$ cat src/rtl/peri_charlieplex_pwm.sv
// Charlieplexed LED matrix driver: per-pixel PWM brightness, double-buffered
// frame memory, and a Wishbone B4 register port that only reaches the back buffer.
module peri_charlieplex_pwm #(
  parameter int Pins         = 7,
  parameter int Rows         = 5,
  parameter int Cols         = 7,
  parameter int BrightBits   = 2,
  parameter int TicksPerStep = 1,
  parameter int AdrW         = 6
) (
  input  logic               clk_i,
  input  logic               rst_i,
  input  logic               wb_we_i,
  input  logic               wb_stb_i,
  output logic               wb_ack_o,
  input  logic [AdrW-1:0]    wb_adr_i,
  input  logic [7:0]         wb_dat_i,
  output logic [7:0]         wb_dat_o,
  output logic [Pins-1:0]    charlieplex_o,
  output logic [Pins-1:0]    charlieplex_out_en_o
);

  localparam int Steps = (1 << BrightBits) - 1;
  localparam int NPix  = Rows * Cols;
  localparam int TW    = (TicksPerStep > 1) ? $clog2(TicksPerStep) : 1;
  localparam int RW    = (Rows > 1) ? $clog2(Rows) : 1;
  localparam int CW    = (Cols > 1) ? $clog2(Cols) : 1;
  localparam int PW    = (Pins > 1) ? $clog2(Pins) : 1;
  localparam logic [AdrW-1:0] AdrCtrl   = AdrW'((2 ** AdrW) - 2);
  localparam logic [AdrW-1:0] AdrStatus = AdrW'((2 ** AdrW) - 1);

  logic [BrightBits-1:0] back_buf  [NPix];
  logic [BrightBits-1:0] front_buf [NPix];
  logic                  enable;
  logic                  swap_pending;
  logic [5:0]            frame_cnt;

  // Scan position; pix tracks col*Rows+row, which is simply the slot index
  // because row is the faster-moving of the two.
  logic [TW-1:0]         tick;
  logic [BrightBits-1:0] step;
  logic [RW-1:0]         row;
  logic [CW-1:0]         col;
  logic [AdrW-1:0]       pix;

  logic access, pix_wr, ctrl_wr, swap_req, do_swap;
  logic tick_last, step_last, row_last, col_last, frame_end;
  logic lit;
  logic [BrightBits-1:0] level;
  logic [PW-1:0]         row_pin, col_pin;
  logic [Pins-1:0]       row_bit, col_bit;
  logic [7:0]            rd_data;
  logic                  unused_dat;

  assign unused_dat = ^wb_dat_i;

  assign access   = wb_stb_i && !wb_ack_o;
  assign pix_wr   = access && wb_we_i && (wb_adr_i < AdrW'(NPix));
  assign ctrl_wr  = access && wb_we_i && (wb_adr_i == AdrCtrl);
  assign swap_req = ctrl_wr && wb_dat_i[1];

  assign tick_last = (tick == TW'(TicksPerStep - 1));
  assign step_last = (step == BrightBits'(Steps - 1));
  assign row_last  = (row == RW'(Rows - 1));
  assign col_last  = (col == CW'(Cols - 1));
  assign frame_end = enable && tick_last && step_last && row_last && col_last;

  // A request written on the frame-end clock is honoured at that same frame end.
  assign do_swap = enable ? (frame_end && (swap_pending || swap_req)) : swap_pending;

  assign level   = front_buf[pix];
  assign lit     = enable && (level > step) && !(step == '0 && tick == '0);
  assign col_pin = PW'(col);
  assign row_pin = (PW'(row) >= PW'(col)) ? PW'(row) + PW'(1) : PW'(row);
  assign row_bit = Pins'(1) << row_pin;
  assign col_bit = Pins'(1) << col_pin;

  always_comb begin
    // NOTE: default first so every path assigns rd_data and no latch is inferred.
    rd_data = '0;
    if (wb_adr_i < AdrW'(NPix))   rd_data = 8'(back_buf[wb_adr_i]);
    else if (wb_adr_i == AdrCtrl)   rd_data = {7'b0, enable};
    else if (wb_adr_i == AdrStatus) rd_data = {frame_cnt, 1'b0, swap_pending};
  end

  // NOTE: state updates use <= so every register samples pre-edge values.
  always_ff @(posedge clk_i) begin
    if (rst_i) begin
      // NOTE: frame memory is cleared in reset because a reset must blank the display.
      for (int i = 0; i < NPix; i++) begin
        back_buf[i]  <= '0;
        front_buf[i] <= '0;
      end
      enable               <= 1'b0;
      swap_pending         <= 1'b0;
      frame_cnt            <= '0;
      tick                 <= '0;
      step                 <= '0;
      row                  <= '0;
      col                  <= '0;
      pix                  <= '0;
      wb_ack_o             <= 1'b0;
      wb_dat_o             <= '0;
      charlieplex_o        <= '0;
      charlieplex_out_en_o <= '0;
    end else begin
      wb_ack_o <= access;
      wb_dat_o <= access ? rd_data : 8'h00;

      if (pix_wr) back_buf[wb_adr_i] <= wb_dat_i[BrightBits-1:0];
      if (ctrl_wr) enable <= wb_dat_i[0];

      // The copy takes a coinciding back-buffer write into account.
      if (do_swap) begin
        for (int i = 0; i < NPix; i++)
          front_buf[i] <= (pix_wr && wb_adr_i == AdrW'(i)) ? wb_dat_i[BrightBits-1:0]
                                                           : back_buf[i];
      end

      if (do_swap)       swap_pending <= 1'b0;
      else if (swap_req) swap_pending <= 1'b1;

      if (frame_end) frame_cnt <= frame_cnt + 1'b1;

      if (!enable) begin
        tick <= '0;
        step <= '0;
        row  <= '0;
        col  <= '0;
        pix  <= '0;
      end else if (!tick_last) begin
        tick <= tick + 1'b1;
      end else begin
        tick <= '0;
        if (!step_last) begin
          step <= step + 1'b1;
        end else begin
          step <= '0;
          pix  <= frame_end ? '0 : pix + 1'b1;
          if (!row_last) begin
            row <= row + 1'b1;
          end else begin
            row <= '0;
            col <= col_last ? '0 : col + 1'b1;
          end
        end
      end

      charlieplex_o        <= lit ? row_bit : '0;
      charlieplex_out_en_o <= lit ? (row_bit | col_bit) : '0;
    end
  end

endmodule

$ cat config.mk
export PLATFORM = sky130hd
export DESIGN_NAME = peri_charlieplex_pwm
export DESIGN_NICKNAME = d
export VERILOG_FILES = /design/src/rtl/peri_charlieplex_pwm.sv
export SDC_FILE = /design/constraint.sdc
export NUM_CORES = 1
export LEC_CHECK = 0
export CELL_PAD_IN_SITES_DETAIL_PLACEMENT = 1
export CELL_PAD_IN_SITES_GLOBAL_PLACEMENT = 2
export CORE_ASPECT_RATIO = 0.6
export CORE_MARGIN = 1
export CORE_UTILIZATION = 40
export DETAILED_ROUTE_END_ITERATION = 8
export PLACE_DENSITY = 0.75
export SLEW_MARGIN = 25
export SYNTH_ARGS = -nofsm -noshare
export SYNTH_HDL_FRONTEND = slang
export SYNTH_SLANG_ARGS = --single-unit
$ cat constraint.sdc
create_clock -name clk_i -period 3.1 [get_ports clk_i]
set_input_delay 0.31 -clock clk_i [delete_from_list [all_inputs] [get_ports clk_i]]
set_output_delay 0.31 -clock clk_i [all_outputs]
set_load 0.02 [all_outputs]
== Yosys cells after proc, flatten, opt, wreduce, memory -nomap -nowiden ==
Memory sizes are Yosys's and may differ from the RTL's. A register that Yosys moved wholly into a read port is not among the register bits.
Index checks and enable logic that the tools add are counted.
Word-level totals
  flip-flop bits (word level): 46
  bits in latches: 0
  RAM bits: 140
  memory bits (read-only): 0
  bits of input ports: 18
  output and inout port bits: 23
  logic and storage cells: 260
  memories: 2
Cells by class
  add/subtract/negate cells: 6
  $mul: 0
  divide/modulo/power cells: 0
  $lt $le $gt $ge: 3
  eq/ne operators: 39
  shift operators: 2
  multiplexer cells: 92
  bitwise logic cells: 41
  reductions and logical operators: 62
Memories
  back_buf: depth 35, width 2, rd ports 36, clocked after memory_dff 0, wr ports 35, RTL line 32  | logic [BrightBits-1:0] back_buf [NPix];
  front_buf: depth 35, width 2, rd ports 1, clocked after memory_dff 1, wr ports 35, RTL line 33  | logic [BrightBits-1:0] front_buf [NPix];
Operators by type and width (count)
  $mux W2: 74
  $eq A6 B5 Y1 const B: 16
  $eq A6 B4 Y1 const B: 8
  $logic_and A1 B1 Y1: 48
  $or A1 B1 Y1: 35
  $eq A6 B6 Y1 const B: 5
  $eq A6 B3 Y1 const B: 4
  $mux W6: 4
  $shl A1 B3 Y7 const A: 2
  $add A6 B1 Y6 const B: 2
  $eq A6 B2 Y1 const B: 2
  $mux W1: 11
  $reduce_or A2 Y1: 5
  $mux W3: 3
  $or A7 B7 Y7: 1
  $add A3 B1 Y3 const B: 2
  $eq A3 B3 Y1 const B: 2
  $eq A6 B1 Y1 const B: 1
  $logic_not A6 Y1: 1
  $lt A6 B6 Y1 const B: 1
  $not A1 Y1: 5
  $reduce_or A5 Y1: 1
  $ge A3 B3 Y1: 1
  $reduce_and A3 Y1: 1
  other kinds (9): 10

== Depth between registers and ports, before layout ==
  depth after elaboration: 12
  depth in mapped cells: 13
  gate-level depth less buffers: 12

== Worst setup path after synthesis ==
No wires, ideal clock.
  path type: register -> register
  start point: reg (tool-made name)
  end point: reg charlieplex_o[2]
  library setup time: 65 ps
  arrival time: 2805 ps
  data required time: 3035 ps
  slack: 230 ps
  stages on the path, launching flop included: 12
  buffers on the path: 2
  clock period less this slack: 2870 ps
  cell sequence: dfxtp_1 -> buf_2 -> buf_2 -> mux4_2 -> a311oi_1 -> a221oi_1 -> ha_1 -> a21oi_1 -> a2111o_1 -> inv_1 -> nand2_1 -> nor2_1
RTL lines
  end signal: assignment: RTL line 149  | charlieplex_o <= lit ? row_bit : '0;
  end: declaration: RTL line 19  | output logic [Pins-1:0] charlieplex_o,

==> out/results.ini <==
[status]
status = finished, final reports clean

[die]
ioPinCount = 41
rows = 44
die_area_um2 = 25600
initial_core_util_pct = 41.1
die_h_um = 124
core_area_um2 = 24300
die_w_um = 206

[pwr]
p_comb_share_pct = 6.1
ir_drop_mv = 0.328
leakage_uw = 0.00417
p_seq_share_pct = 50.6
pwr-share-clk_pct = 43.3
switching_share_pct = 23.0
intPower_uw = 4610
p_switching_uw = 1380
powerDensity_nw_per_um2 = 516

[clocking]
path_clk_slew_ns = 0.06
clock_sinks = 202
cts_setup_buffers = 0
holdBufCountCts = 0
cts-root-buf = clkbuf_16
cts_tree = yes
cts_htree_levels = 1
insertion_delay_ns = 0.51
cts_max_path_buffers = 3
cts_made_buffers = 21

[routing]
wl_mm = 32.2
wl_per_cell_um = 24.8
vias_per_cell = 5.82
drtPass1Iterations = 7
dr_total_vias = 7575
drc = 0
top_layer = met4
drtIter0Drc = 641
dr_wl_met3_mm = 2.68
wl_met1_mm = 16.8
wl_met2_mm = 12.3
drt.antenna.violating_nets = 0

[setup_path]
endpoint_kind = register
critPathKind = register to register
required_ns = 3.54
critPathLaunchType = register
critPathMaxFanout = 10
arrival_ns = 3.32

[global_route]
grt_max_degree = 39
grt_pass1_vias = 7538
grt-ovfl-total = 0
grt_usage_pct = 25.8
antenna_found_initial = 0
grt_pass1_wl_mm = 48.5

[synthesis]
ys_ff_latch = 202
synth_warnings = 0
syn_avg_cell_area_um2 = 10.9
async_flop_share_pct = 0
synth-edff-count = 148
syn_inst = 918
syn-cell-area_um2 = 10000
ys.flop_type = edfxtp_1
synth_seq_area_share_pct = 55.3
ys_types = 57

[finish]
area_delta_synth_final_pct = 16.1
layout-drive-gt1-share_pct = 12.0
n_antenna_cell = 0
nFillCells = 2605
multiInputGateArea_um2 = 4200
area.sequential_um2 = 5530
final_nets = 993
final_area_um2 = 11600

[worst_hold_path]
hp-class = register to register

[timing]
rsz0062_at_grt = false
worst_slew_pin_slew_ns = 0.850
max_freq_mhz = 348
post-route-min-period_ns = 2.87
fin_crit_sh_pct = 92.7
skew_ns = 0.0160
hold_violations = 0
relSlewSlack_pct = 43.3
setup_viol = 0
final_max_slew_viol_count = 0
finalSetupTns_ns = 0

[place]
dp_hpwl_mm = 24.2
gp_congestion = 0.855
place.port_buffers = 34
place_area_um2 = 10900

[flow_run]
drv_cap = 0

==> per-stage QoR <==
stage	util, %	power, uW	setup slack, ns	std cells	hold slack, ns
final	47.7	5990	0.226	1301	0.505
after global routing	47.7	6130	0.0190	1301	0.521
after CTS	47.6	6020	0.0424	1301	0.505
after detailed placement	44.8	3440	0.0707	1264	0.498
after global placement	44.8	3430	0.126	1264	0.473
after floorplan	-	3270	0.230	928	0.388
==> cells by family (layout without fill, tap and decap cells) <==
group,Yosys count,after routing,synth area share (%)
and+or+nand+nor,368,368,17.1
adders and majority gates,10,10,1.25
muxes,111,111,13.9
other,1,11,0.0375
buffers and inverters,77,128,3.22
xor gates and xnor gates,8,8,0.701
AOI/OAI and AO/OA,141,141,8.49
DFF,202,202,55.3
==> flip-flops by register name, summed over array words and instances (netlist names), named ones only <==
| signal | cells |
|---|---|
| charlieplex_o | 7 |
| col | 3 |
| tick | 1 |
| wb_ack_o | 1 |
| swap_pending | 1 |
| frame_cnt | 6 |
| wb_dat_o | 8 |
| pix | 6 |
| row | 3 |
| enable | 1 |
| charlieplex_out_en_o | 7 |
| back_buf | 80 |
| front_buf | 70 |
| step | 2 |
==> area by class of cell <==
cell class                      count  share of cell area, %
Clock buffer                       30                   5.17
Inverter                           14                  0.453
Timing Repair Buffer               77                   6.32
Tap cell                          322                   3.47
Clock inverter                      7                  0.766
Sequential cell                   202                   47.6
Multi-Input combinational cell    649                   36.2
==> power by group through the flow <==
stage	clock, uW	sequential [uW]	combinational (uW)
detailed placement	0	3080	355
global route	2720	3030	386
global placement	0	3080	347
finish	2590	3030	362
floorplan	0	3050	218
CTS	2630	3020	357
==> cell usage in the layout, fill, tap and decap left out, types with 6 or more instances in the layout <==
| cell | instances |
|---|---|
| a21oi_1 | 44 |
| a22oi_1 | 7 |
| a31oi_1 | 6 |
| and2_1 | 8 |
| and3_1 | 8 |
| buf_12 | 6 |
| buf_4 | 37 |
| clkbuf_16 | 21 |
| clkdlybuf4s50_1 | 33 |
| conb_1 | 11 |
| dfxtp_1 | 54 |
| edfxtp_1 | 148 |
| ha_1 | 10 |
| inv_1 | 12 |
| mux2_2 | 6 |
| mux2i_1 | 83 |
| mux4_2 | 22 |
| nand2_1 | 89 |
| nand2b_1 | 11 |
| nand3_1 | 31 |
| nor2_1 | 114 |
| nor2b_1 | 14 |
| nor3_1 | 61 |
| o21ai_0 | 51 |
| xor2_1 | 7 |
==> repair_timing <==
item                                    4_1_cts  5_1_grt
gates resized for setup                       0        5
endpoints found under the setup margin        0       14
endpoints found under the hold margin         0        0
==> final timing paths <==
path         slack, ns                       from  cells after the start                          end
max               0.23                   register                     11  charlieplex_o[1]$_SDFF_PP0_
min reg2reg       0.50  frame_cnt[5]$_SDFFE_PP0P_                      1       wb_dat_o[7]$_SDFF_PP0_
min               0.50  frame_cnt[5]$_SDFFE_PP0P_                      1       wb_dat_o[7]$_SDFF_PP0_
max reg2reg       0.23                   register                     11  charlieplex_o[1]$_SDFF_PP0_
==> routing by layer <==
layer  track usage (%)  up-vias
met5                 0        -
met4              3.68        0
met3              6.62       34
met2              33.1      250
met1              43.1     3850
li1                  -     3441
==> critical path: stages, from the launching register on <==
cell,delay (ns)
dfxtp_1,0.36
buf_12,0.15
buf_4,0.20
mux4_2,0.51
mux2_2,0.27
nand2_1,0.07
a221oi_1,0.10
ha_1,0.33
a2111o_1,0.46
inv_2,0.10
nand2_1,0.10
nor2_2,0.15
==> cells in the mapped netlist, types with 3 or more instances <==
library cell / n / share of area [%]
edfxtp_1: 148 / 44
nor2_1: 115 / 4.3
nand2_1: 90 / 3.4
mux2i_1: 83 / 8.3
nor3_1: 61 / 3.1
dfxtp_1: 54 / 11
o21ai_0: 52 / 2.6
a21oi_1: 44 / 2.2
clkbuf_1: 44 / 1.7
nand3_1: 31 / 1.6
mux4_2: 22 / 5.0
nor2b_1: 14 / 0.88
inv_1: 13 / 0.49
buf_2: 11 / 0.55
nand2b_1: 11 / 0.69
ha_1: 10 / 1.3
and2_1: 8 / 0.50
and3_1: 8 / 0.50
a22oi_1: 7 / 0.53
xor2_1: 7 / 0.61
a31oi_1: 6 / 0.38
mux2_2: 6 / 0.68
a211oi_1: 5 / 0.38
buf_4: 5 / 0.38
nand3b_1: 5 / 0.38
nand4_1: 5 / 0.31
or3_1: 5 / 0.31
a221oi_1: 3 / 0.26
a311oi_1: 3 / 0.26
buf_1: 3 / 0.11
o31ai_1: 3 / 0.23
No activity file was read; power rests on OpenSTA's default activity.
